===== config.mk =====
export PLATFORM = sky130hd
export DESIGN_NAME = proc_control_fsm
export DESIGN_NICKNAME = d
export VERILOG_FILES = /design/src/rtl/proc_control_fsm.sv
export SDC_FILE = /design/constraint.sdc
export NUM_CORES = 1
export LEC_CHECK = 0
export ABC_CLOCK_PERIOD_IN_PS = 2900
export BUFFER_PORTS_ARGS = -buffer_cell sky130_fd_sc_hd__buf_2
export CORE_ASPECT_RATIO = 0.6
export CORE_MARGIN = 2
export CORE_UTILIZATION = 53
export CTS_BUF_LIST = sky130_fd_sc_hd__clkbuf_16
export DETAILED_ROUTE_END_ITERATION = 7
export PLACE_DENSITY = 0.84
export RECOVER_POWER = 100
export SLEW_MARGIN = 20
export SYNTH_ARGS = -nofsm -noshare
export SYNTH_HDL_FRONTEND = slang
export SYNTH_SLANG_ARGS = --single-unit
export TNS_END_PERCENT = 5

===== constraint.sdc =====
create_clock -name CLK -period 2.9 [get_ports CLK]
set_input_delay 0.145 -clock CLK [delete_from_list [all_inputs] [get_ports CLK]]
set_output_delay 0.145 -clock CLK [all_outputs]
set_load 0.02 [all_outputs]

===== src/rtl/proc_control_fsm.sv =====
// Five-state sequencing controller for the cs147sec05 data path. Each instruction
// takes FETCH->DECODE->EXE->MEM->WB, and CTRL is registered for the state being entered.
module proc_control_fsm (
  input  logic        CLK,
  input  logic        RST,
  input  logic [31:0] INSTRUCTION,
  input  logic        ZERO,
  output logic [31:0] CTRL,
  output logic [2:0]  STATE
);

  localparam logic [4:0] ALU_ADD = 5'd1;
  localparam logic [4:0] ALU_SUB = 5'd2;
  localparam logic [4:0] ALU_MUL = 5'd3;
  localparam logic [4:0] ALU_SHR = 5'd4;
  localparam logic [4:0] ALU_SHL = 5'd5;
  localparam logic [4:0] ALU_AND = 5'd6;
  localparam logic [4:0] ALU_OR  = 5'd7;
  localparam logic [4:0] ALU_NOR = 5'd8;
  localparam logic [4:0] ALU_SLT = 5'd9;

  localparam logic [5:0] OP_RTYPE = 6'h00;
  localparam logic [5:0] OP_JMP   = 6'h02;
  localparam logic [5:0] OP_JAL   = 6'h03;
  localparam logic [5:0] OP_BEQ   = 6'h04;
  localparam logic [5:0] OP_BNE   = 6'h05;
  localparam logic [5:0] OP_ADDI  = 6'h08;
  localparam logic [5:0] OP_SLTI  = 6'h0a;
  localparam logic [5:0] OP_ANDI  = 6'h0c;
  localparam logic [5:0] OP_ORI   = 6'h0d;
  localparam logic [5:0] OP_LUI   = 6'h0f;
  localparam logic [5:0] OP_PUSH  = 6'h1b;
  localparam logic [5:0] OP_POP   = 6'h1c;
  localparam logic [5:0] OP_MULI  = 6'h1d;
  localparam logic [5:0] OP_LW    = 6'h23;
  localparam logic [5:0] OP_SW    = 6'h2b;

  typedef enum logic [2:0] {
    S_FETCH  = 3'd0,
    S_DECODE = 3'd1,
    S_EXE    = 3'd2,
    S_MEM    = 3'd3,
    S_WB     = 3'd4
  } state_t;

  state_t      state_q, state_next;
  logic [31:0] ctrl_q, ctrl_next;
  logic [31:0] instr_q;

  logic [5:0] op, fn;
  logic [4:0] alu_code;
  logic       op2_r2, op2_sel1, op2_shamt, imm_sext, op1_sp;
  logic       r_alu, jr, i_write, is_jal, is_push, is_pop, is_lw, is_sw, is_lui;
  logic       is_beq, is_bne, is_jmp;

  assign op = instr_q[31:26];
  assign fn = instr_q[5:0];

  // Instruction classification from the latched word; unknown codes leave every flag clear.
  always_comb begin
    alu_code  = 5'd0;
    op2_r2    = 1'b0;
    op2_sel1  = 1'b0;
    op2_shamt = 1'b0;
    imm_sext  = 1'b0;
    op1_sp    = 1'b0;
    r_alu     = 1'b0;
    jr        = 1'b0;
    i_write   = 1'b0;
    is_jal    = 1'b0;
    is_push   = 1'b0;
    is_pop    = 1'b0;
    is_lw     = 1'b0;
    is_sw     = 1'b0;
    is_lui    = 1'b0;
    is_beq    = 1'b0;
    is_bne    = 1'b0;
    is_jmp    = 1'b0;
    case (op)
      OP_RTYPE: begin
        case (fn)
          6'h20: begin alu_code = ALU_ADD; op2_r2 = 1'b1; r_alu = 1'b1; end
          6'h22: begin alu_code = ALU_SUB; op2_r2 = 1'b1; r_alu = 1'b1; end
          6'h2c: begin alu_code = ALU_MUL; op2_r2 = 1'b1; r_alu = 1'b1; end
          6'h24: begin alu_code = ALU_AND; op2_r2 = 1'b1; r_alu = 1'b1; end
          6'h25: begin alu_code = ALU_OR;  op2_r2 = 1'b1; r_alu = 1'b1; end
          6'h27: begin alu_code = ALU_NOR; op2_r2 = 1'b1; r_alu = 1'b1; end
          6'h2a: begin alu_code = ALU_SLT; op2_r2 = 1'b1; r_alu = 1'b1; end
          6'h01: begin alu_code = ALU_SHL; op2_sel1 = 1'b1; op2_shamt = 1'b1; r_alu = 1'b1; end
          6'h02: begin alu_code = ALU_SHR; op2_sel1 = 1'b1; op2_shamt = 1'b1; r_alu = 1'b1; end
          6'h08: jr = 1'b1;
          default: ;
        endcase
      end
      OP_ADDI: begin alu_code = ALU_ADD; imm_sext = 1'b1; i_write = 1'b1; end
      OP_MULI: begin alu_code = ALU_MUL; imm_sext = 1'b1; i_write = 1'b1; end
      OP_SLTI: begin alu_code = ALU_SLT; imm_sext = 1'b1; i_write = 1'b1; end
      OP_ANDI: begin alu_code = ALU_AND; i_write = 1'b1; end
      OP_ORI:  begin alu_code = ALU_OR;  i_write = 1'b1; end
      OP_LW:   begin alu_code = ALU_ADD; imm_sext = 1'b1; i_write = 1'b1; is_lw = 1'b1; end
      OP_SW:   begin alu_code = ALU_ADD; imm_sext = 1'b1; is_sw = 1'b1; end
      OP_LUI:  begin i_write = 1'b1; is_lui = 1'b1; end
      OP_BEQ:  begin alu_code = ALU_SUB; op2_r2 = 1'b1; is_beq = 1'b1; end
      OP_BNE:  begin alu_code = ALU_SUB; op2_r2 = 1'b1; is_bne = 1'b1; end
      OP_PUSH: begin alu_code = ALU_SUB; op1_sp = 1'b1; op2_sel1 = 1'b1; is_push = 1'b1; end
      OP_POP:  begin alu_code = ALU_ADD; op1_sp = 1'b1; op2_sel1 = 1'b1; is_pop = 1'b1; end
      OP_JMP:  is_jmp = 1'b1;
      OP_JAL:  is_jal = 1'b1;
      default: ;
    endcase
  end

  // ctrl_next is the word for the state being entered on the coming edge.
  always_comb begin
    state_next = S_FETCH;
    ctrl_next  = 32'h0;
    case (state_q)
      S_FETCH: begin
        state_next    = S_DECODE;
        ctrl_next[30] = 1'b1;
        ctrl_next[7]  = 1'b1;
        ctrl_next[6]  = (INSTRUCTION[31:26] == OP_PUSH);
      end
      S_DECODE: begin
        state_next        = S_EXE;
        ctrl_next[25:21]  = alu_code;
        ctrl_next[20]     = op2_r2;
        ctrl_next[19]     = op2_sel1;
        ctrl_next[18]     = imm_sext;
        ctrl_next[17]     = op2_shamt;
        ctrl_next[16]     = op1_sp;
      end
      S_EXE: begin
        state_next       = S_MEM;
        ctrl_next[25:21] = ctrl_q[25:21];
        ctrl_next[4]     = is_lw | is_pop;
        ctrl_next[5]     = is_sw | is_push;
        ctrl_next[26]    = is_push;
        ctrl_next[29]    = is_push;
      end
      S_MEM: begin
        state_next       = S_WB;
        ctrl_next[25:21] = ctrl_q[25:21];
        ctrl_next[0]     = 1'b1;
        ctrl_next[3]     = ~(is_jmp | is_jal);
        ctrl_next[2]     = (is_beq & ZERO) | (is_bne & ~ZERO);
        ctrl_next[1]     = ~jr;
        ctrl_next[8]     = r_alu | i_write | is_jal | is_pop;
        ctrl_next[11]    = r_alu | i_write;
        ctrl_next[9]     = i_write;
        ctrl_next[10]    = is_jal;
        ctrl_next[14]    = r_alu | i_write | is_pop;
        ctrl_next[13]    = is_lui;
        ctrl_next[12]    = is_lw | is_pop;
        ctrl_next[15]    = is_push | is_pop;
      end
      S_WB: begin
        state_next    = S_FETCH;
        ctrl_next[31] = 1'b1;
        ctrl_next[4]  = 1'b1;
      end
      default: begin
        state_next    = S_FETCH;
        ctrl_next[31] = 1'b1;
        ctrl_next[4]  = 1'b1;
      end
    endcase
  end

  always_ff @(posedge CLK) begin
    if (RST) begin
      state_q <= S_FETCH;
      ctrl_q  <= 32'h0;
      instr_q <= 32'h0;
    end else begin
      state_q <= state_next;
      ctrl_q  <= ctrl_next;
      if (state_q == S_FETCH) instr_q <= INSTRUCTION;
    end
  end

  assign CTRL  = ctrl_q;
  assign STATE = state_q;

endmodule


# [Word level (Yosys, flattened, before mapping)]
# Cells that the tools add are included.
[word_totals] ff_bits=67 inputBits=35 out_inout_bits=35 wordCells=106
[op_classes] eq_ne=28 muxes=30 bitwise=19 reduce_logical=19
[op_table] cell="equality test 6 bit, second input constant" count=9
[op_table] cell="equality test 6 x 4 -> 1 bit, second input constant" count=6
[op_table] cell="case mux 4 bit (9 select lines)" count=1
[op_table] cell="case mux 4 bit (7 select lines)" count=1
[op_table] cell="equality test 6 x 5 -> 1 bit, second input constant" count=4
[op_table] cell="2-to-1 mux 1 bit" count=22
[op_table] cell="equality test 6 x 2 -> 1 bit, second input constant" count=3
[op_table] cell="OR reduction 2 bit" count=8
[op_table] cell="OR reduction 7 bit" count=2
[op_table] cell="equality test 6 x 3 -> 1 bit, second input constant" count=2
[op_table] cell="case mux 3 bit (4 select lines)" count=1
[op_table] cell="case mux 5 bit (2 select lines)" count=1
[op_table] cell="bitwise OR 1 bit" count=9
[op_table] cell="OR reduction 3 bit" count=3
[op_table] cell="OR reduction 9 bit" count=1
[op_table] cell="NOT 1 bit" count=8
[op_table] cell="OR reduction 4 bit" count=2
[op_table] cell="equality test 3 x 2 -> 1 bit, second input constant" count=2
[op_table] cell="equality test 6 x 1 -> 1 bit, second input constant" count=1
[op_table] cell="zero test 6 bit" count=1
[op_table] cell="case mux 1 bit (2 select lines)" count=3
[op_table] cell="OR reduction 5 bit" count=1
[op_table] cell="equality test 3 x 1 -> 1 bit, second input constant" count=1
[op_table] cell="zero test 3 bit" count=1
[op_table] cell="2 further kinds" count=3

# [Logic depth before layout (Yosys ltp)]
# Gate-level depths: netlist of the first run.
[logic_depth] ltp_word=7 depth_mapped=7

# [Least setup slack after synthesis of the first run]
# No wires, ideal clock.
[synth_path] path_type="reg-to-reg" start="reg state_q[0] (netlist: STATE[0])" end="reg ctrl_q[23] (netlist: CTRL[23])" setup_time_ns=0.060 arrival_time_ns=1.554 required_ns=2.840 slack_ns=1.286 path_stages_with_launch=7 path_buffers=1 path_cell_list="dfxtp_1 -> or4b_1 -> buf_6 -> nor3_2 -> nand2_1 -> o31ai_4 -> a32o_1"
[synth_between] elab_chain_len=3 elab_cells_between_ends=5 cone_classes="eq/ne: 3; mux: 1; reduce/logical: 1"
[synth_lines] item="start: declaration" line_no="46" source="state_t state_q, state_next;"
[synth_lines] item="start signal: assignment" line_no="176" source="state_q <= state_next;"
[synth_lines] item="equality test 3 x 2 -> 1 bit" line_no="117" source="case (state_q)"
[synth_lines] item="OR reduction 2 bit (no source line)"
[synth_lines] item="case mux 5 bit (2 select lines)" line_no="117"
[synth_lines] item="end signal: assignment" line_no="177" source="ctrl_q <= ctrl_next;"
[synth_lines] item="end: declaration" line_no="47" source="logic [31:0] ctrl_q, ctrl_next;"
# Several ways; a longest one is shown, not always the timed one. The select of a mux whose other input is x is not followed.
# A chain may end at the register's enable or synchronous reset.

# [Final worst setup path of the first run]
[layout_path] start="reg instr_q[31]" end="reg ctrl_q[23] (netlist: CTRL[23])"
[layout_between] elab_chain_len=4 elab_cells_between_ends=16 cone_classes="eq/ne: 11; mux: 2; reduce/logical: 3"
[layout_lines] item="start: declaration" line_no="48" source="logic [31:0] instr_q;"
[layout_lines] item="start signal: assignment" line_no="174" source="instr_q <= 32'h0;"
[layout_lines] item="start signal: assignment" line_no="178" source="if (state_q == S_FETCH) instr_q <= INSTRUCTION;"
[layout_lines] item="equality test 6 bit (tied with other cells)" line_no="79" source="case (op)"
[layout_lines] item="OR reduction 4 bit (no source line) or OR reduction 3 bit (tied branches)"
[layout_lines] item="case mux 4 bit (7 select lines) (*)" line_no="79"
[layout_lines] item="case mux 5 bit (2 select lines) (*)" line_no="117"
# Every way passes the cells marked *; elsewhere a longest branch is shown, timed or not. The select of a mux whose other input is x is not followed.

==> results of run 1 <==
-- metal layers --
metal / vias up / share of wire [%]
li1: 880 / -
met1: 797 / 50
met2: 88 / 40
met3: 8 / 9.1
met4: 0 / 1.4
met5: - / 0
-- layout by cell type (no fill, tap or decap), types with 3 or more instances in the layout --
cell and n:
a31oi_1 5, conb_1 3, a22o_1 3, a31o_2 3, a21oi_1 20, nand2b_1 9, nor4_1 3, inv_1 4
nor2b_1 7, dfxtp_1 42, nor3b_1 3, o21ai_0 3, clkbuf_16 5, nor2_1 18, nor3_1 8, nand2_1 39
clkbuf_1 32, buf_2 14
-- tightest hold or removal path: stages --
cell and delay, ns:
buf_2 0.09, nand2_1 0.04, a21oi_1 0.05
-- registers in the layout (all words and copies together) (netlist names) --
name	flops
CTRL	27
instr_q	12
STATE	3
-- area by class of cell --
| cell class | instances | area [um^2] |
|---|---|---|
| multi-input combinational | 168 | 957 |
| clock inverter | 3 | 17.5 |
| fill | 340 | 1390 |
| sequential | 42 | 841 |
| inverter | 3 | 11.3 |
| tap | 47 | 58.8 |
| clock buffer | 5 | 125 |
| timing repair buffer | 47 | 198 |
-- Yosys cell counts, drive strengths merged (2+ instances only) --
cell type  instances
and3               2
and4b              2
inv                3
or4                2
nand2             39
dfxtp             42
xor2               2
buf               16
a2bb2oi            2
nand2b             9
o21ai              3
nor4b              2
clkbuf             8
nor3               9
nor2              18
a31oi              5
nand4b             2
nor3b              3
nand3              2
nor2b              7
a32o               2
or3                3
nor4               3
a21oi             20
a32oi              2
o31ai              2
and2               3
a22o               3
a31o               3
-- cells by family (layout without fill, tap and decap cells) --
logic type                after synthesis  in the layout  synth area share, %
AOI/OAI and AO/OA                      51             51                 18.0
xor gates and xnor gates                3              3                 1.34
buffers and inverters                  27             58                 7.73
DFF                                    42             42                 42.9
muxes                                   1              1                0.511
other                                   1              3                0.192
and+or+nand+nor                       110            110                 29.3
-- power by group through the flow --
stage               Combinational [mW]  Clock, mW  Sequential [mW]
floorplan                        0.196          0            0.640
global placement                 0.203          0            0.670
detailed placement               0.207          0            0.672
CTS                              0.208      0.539            0.660
global route                     0.224      0.563            0.669
finish                           0.204      0.532            0.661
-- stage by stage --
stage | instances | utilization [%]
floorplan | 237 | -
global placement | 307 | 59.0
detailed placement | 307 | 59.0
CTS | 315 | 63.0
global route | 315 | 61.4
finish | 315 | 61.4
-- worst max-delay path by stage --
stage	startpoint	endpoint	slack, ns	cells after the start
3_3_place_gp	instr_q[28]	CTRL[4]	1.08	4
2_1_floorplan	STATE[0]	CTRL[23]	1.29	6
3_5_place_dp	instr_q[28]	CTRL[4]	1.03	4
6_report	instr_q[31]	CTRL[23]	0.95	5
4_1_cts	instr_q[28]	CTRL[4]	0.99	4
5_1_grt	instr_q[26]	CTRL[23]	0.88	5
==> flow_metrics.env, run 1 <==
export IMPL_start_util_pct=54.5
export IMPL_die_w_um=82.5
export IMPL_place_gp_congestion=0.863
export IMPL_clk_pin_slew_ns=0.06
export IMPL_synthTopCellsByArea="dfxtp_1 43%, nand2_1 7.5%, a21oi_1 5.1%"
export IMPL_seqPwrFrac_pct=47.4
export IMPL_switching_share_pct=28.3
export IMPL_drv_slew=0
export IMPL_internal_power_mw=1.00
export IMPL_vias_per_cell=5.63
export IMPL_power_leakage_nw=0.849
export IMPL_rr_endpoint="CTRL[23]"
export IMPL_synth_seq_cells=42
export IMPL_cp_common_cell="a32o_1"
export IMPL_place_area_mm2=0.00212
export IMPL_grt_most_used_layer="met1"
export IMPL_cts_tree="done"
export IMPL_tightest_slew_ns=0.587
export IMPL_worstHoldEndpoint="instr_q[3]"
export IMPL_hp_start="INSTRUCTION[3]"
export IMPL_max_slew_margin_rel_pct=60.8
export IMPL_cts_made_buffers=5
export IMPL_routed_wl_um=4430
export IMPL_n_antenna_cell=0
export IMPL_die_height_um=51.1
export IMPL_via_count=1773
export IMPL_critical_path_class="register to register"
export IMPL_antenna_found_initial=0
export IMPL_startpoint_type="register"
export IMPL_ctsResizeCount=0
export IMPL_p_comb_share_pct=14.6
export IMPL_clock_skew_ns=0.00678
export IMPL_synth_ff_type="dfxtp_1"
export IMPL_io_pins=70
export IMPL_tns_ns=0
export IMPL_ctsHoldBuffers=0
export IMPL_syn2layout_area_growth_pct=12.8
export IMPL_syn_inst=235
export IMPL_worstPathRequired_ns=3.12
export IMPL_clock_sinks=42
export IMPL_clockBufferDepth=2
export IMPL_rsz0062_at_grt="no"
export IMPL_grt_max_degree=19
export IMPL_r2r_start="instr_q[31]"
export IMPL_cp_arrival_ns=2.17
export IMPL_grt_total_usage_pct=22.4
export IMPL_grt_pass1_wl_um=7090
export IMPL_path_buf_inv=0
export IMPL_timing_final_ws_setup_ns=0.949
export IMPL_cp_slowest_cell="dfxtp_1"
export IMPL_grtUsageMet3_pct=6.54
export IMPL_peakVddDrop_mv=0.379
export IMPL_yosysWarnings=0
export IMPL_outcome="completed"
export IMPL_clockRootBuffer="clkbuf_16"
export IMPL_ant_nets=0
export IMPL_seq_area_frac_synth_pct=42.9
export IMPL_reg2reg_depth=5
export IMPL_postSynthAreaPerCell_um2=8.33
export IMPL_core_area_mm2=0.00359
export IMPL_crit_fanout=13
export IMPL_syn_cell_area_mm2=0.00196
export IMPL_fin_hold_ws_ns=0.0908
export IMPL_power_mw=1.40
export IMPL_p_switching_uw=395
export IMPL_wl_per_cell_um=14.0
export IMPL_grt_pass1_vias=1474
export IMPL_synth_top_area_share_pct=42.9
export IMPL_async_reset_ff_share_pct=0
export IMPL_clkPwrFrac_pct=38.1
export IMPL_yosysTopAreaCell="dfxtp_1"
export IMPL_drcViolationCount=0
export IMPL_end_kind="register"
export IMPL_drv_cap=0
export IMPL_synth_enable_flop_cells=0
export IMPL_cpLargestDelayFamily="compound AO/OA/AOI/OAI gates"
export IMPL_finalSetupViolations=0
export IMPL_synth_cell_types=51
export IMPL_clk_latency_ns=0.28
export IMPL_max_freq_mhz=512
export IMPL_dpl_hpwl_um=3060
export IMPL_final_cell_area_mm2=0.00221
export IMPL_crit_chain="nor2b_1 > a32o_1 > a21oi_1 > o31ai_1 > a32o_1"
export IMPL_holdPathStages=3
export IMPL_io_buffers=46
export IMPL_rows=17
export IMPL_drt_iter0_drc=204
export IMPL_nets=302
export IMPL_first_pass_iters=4
export IMPL_hp_class="input pin to register"
export IMPL_pre_cts_ws_ns=1.03
export IMPL_die_area_mm2=0.00421
export IMPL_rrSetupSlack_ns=0.95
export IMPL_min_period_over_period_pct=67.3
export IMPL_p_per_area_mw_per_mm2=632
export IMPL_use_met2_pct=29.2
export IMPL_final_hold_viol_count=0
export IMPL_grt_use_met1_pct=34.0
export IMPL_overflow=0
export IMPL_max_stage_delay_ns=0.57
export IMPL_period_minus_slack_ns=1.95
export IMPL_drive_above_1_share_pct=10.1
export IMPL_postCtsSetupBuffers=0
export IMPL_htree_levels=2
(Power assumes the default switching activity.)
==> run 2: changes to the inputs <==
Settings changed: ABC_CLOCK_PERIOD_IN_PS 2900 to 1700, CORE_UTILIZATION 53 to 44, PLACE_DENSITY 0.84 to 0.75.
Clock period 2.9 ns to 1.7 ns, I/O delays scaled along.
==> run 2 against run 1 <==
Global-route usage down 3.3 points. Routed wire length increased by 8.5%. Core utilization decreased by 3.3 points. Setup slack worse by 0.85 ns. Fmax increased by 22%. Clock-buffer cell count unchanged. Clock skew decreased by 0.0013 ns. Critical endpoint unchanged. Total power rose by 86%. Critical path depth stayed put. Register-to-register slack got worse by 0.85 ns. Sequential cell count unchanged.
==> flow_metrics.env, run 2 (synthesis results as in run 1) <==
export IMPL_end_kind="register"
export IMPL_n_antenna_cell=0
export IMPL_grt_max_degree=18
export IMPL_first_pass_iters=4
export IMPL_outcome="completed"
export IMPL_worstPathRequired_ns=1.92
export IMPL_die_height_um=55.7
export IMPL_syn2layout_area_growth_pct=24.4
export IMPL_clock_sinks=42
export IMPL_die_w_um=90.1
export IMPL_critical_path_class="register to register"
export IMPL_tns_ns=0
export IMPL_vias_per_cell=5.30
export IMPL_clock_skew_ns=0.00544
export IMPL_clockBufferDepth=2
export IMPL_clkPwrFrac_pct=40.0
export IMPL_startpoint_type="register"
export IMPL_clockRootBuffer="clkbuf_16"
export IMPL_switching_share_pct=26.6
export IMPL_grt_pass1_wl_um=7870
export IMPL_postCtsSetupBuffers=0
export IMPL_drv_slew=0
export IMPL_ant_nets=0
export IMPL_final_hold_viol_count=0
export IMPL_wl_per_cell_um=13.7
export IMPL_crit_fanout=4
export IMPL_rows=18
export IMPL_routed_wl_um=4800
export IMPL_clk_latency_ns=0.28
export IMPL_drv_cap=0
export IMPL_nets=325
export IMPL_dpl_hpwl_um=3440
export IMPL_grt_total_usage_pct=19.2
export IMPL_core_area_mm2=0.00419
export IMPL_internal_power_mw=1.91
export IMPL_timing_final_ws_setup_ns=0.102
export IMPL_largest_reg_flops=27
export IMPL_ctsHoldBuffers=0
export IMPL_die_area_mm2=0.00502
export IMPL_rsz0062_at_grt="no"
export IMPL_peakVddDrop_mv=0.537
export IMPL_clk_pin_slew_ns=0.06
export IMPL_period_minus_slack_ns=1.60
export IMPL_p_comb_share_pct=17.7
export IMPL_final_common_cell="nand2_1"
export IMPL_cts_tree="done"
export IMPL_min_period_over_period_pct=94.0
export IMPL_cp_arrival_ns=1.82
export IMPL_antenna_found_initial=0
export IMPL_via_count=1860
export IMPL_p_per_area_mw_per_mm2=1070
export IMPL_io_buffers=46
export IMPL_seqPwrFrac_pct=42.3
export IMPL_ctsResizeCount=0
export IMPL_place_gp_congestion=0.873
export IMPL_drive_above_1_share_pct=18.2
export IMPL_max_freq_mhz=626
export IMPL_overflow=0
export IMPL_layout_common_cells="39 x nand2_1, 38 x dfxtp_1, 35 x clkbuf_1, 21 x buf_4, 19 x a21oi_1"
export IMPL_grt_pass1_vias=1678
export IMPL_power_leakage_nw=0.970
export IMPL_start_util_pct=46.7
export IMPL_pre_cts_ws_ns=0.0640
export IMPL_fin_hold_ws_ns=0.0413
export IMPL_hp_class="input pin to register"
export IMPL_finalSetupViolations=0
export IMPL_io_pins=70
export IMPL_drcViolationCount=0
export IMPL_p_switching_uw=691
export IMPL_cts_made_buffers=5
export IMPL_htree_levels=2
export IMPL_drt_iter0_drc=122
==> run 2: changes by cell type in the layout (fill, tap and decap cells not counted), sizes merged <==
cell	before	now
clkinv	2	0
inv	4	5
buf	15	35
bufinv	0	1
clkbuf	37	40
==> run 2: metal layers <==
metal	GRT usage, %	up-vias	share of wire, %
met5	0	-	0
met3	4.74	3	7.2
li1	-	928	-
met4	4.40	0	0.25
met2	28.2	68	41
met1	28.2	861	51
==> run 2: final cells by class <==
class / count / area (um^2)
flip-flops and latches: 42 / 846
multi-input cells: 168 / 982
clock buffers: 5 / 125
inverters: 3 / 11.3
fillers: 406 / 1750
repair buffers: 70 / 359
clock inverters: 3 / 37.5
well taps: 60 / 75.1
==> run 2: final timing paths <==
path	slack [ns]	cells past startpoint	startpoint	endpoint
max	0.10	5	STATE[1]	CTRL[23]
min	0.04	3	INSTRUCTION[3]	instr_q[3]
max reg2reg	0.10	5	STATE[1]	CTRL[23]
min reg2reg	0.48	1	CTRL[23]	CTRL[23]
==> run 2: stage by stage <==
step                      std cells  util (%)  instance area [um^2]  total power [mW]
final                           351      58.2                  2440              2.60
after global routing            351      58.2                  2440              2.71
after CTS                       351      59.1                  2470              2.59
after detailed placement        343      55.2                  2310              1.56
after global placement          343      55.2                  2310              1.55
after floorplan                 237         -                  1970              1.42
==> run 2: worst max-delay path, cell delays in order (launching register included) <==
cell,delay [ns]
dfxtp_1,0.31
or4b_1,0.67
nor3_2,0.15
nand2_1,0.12
o31ai_4,0.10
a32o_1,0.20
==> run 2: power groups by stage <==
stage / combinational [mW] / sequential, mW / clock, mW
global route: 0.504 / 1.11 / 1.10
global placement: 0.440 / 1.11 / 0
finish: 0.459 / 1.10 / 1.04
floorplan: 0.334 / 1.09 / 0
CTS: 0.453 / 1.10 / 1.04
detailed placement: 0.447 / 1.12 / 0
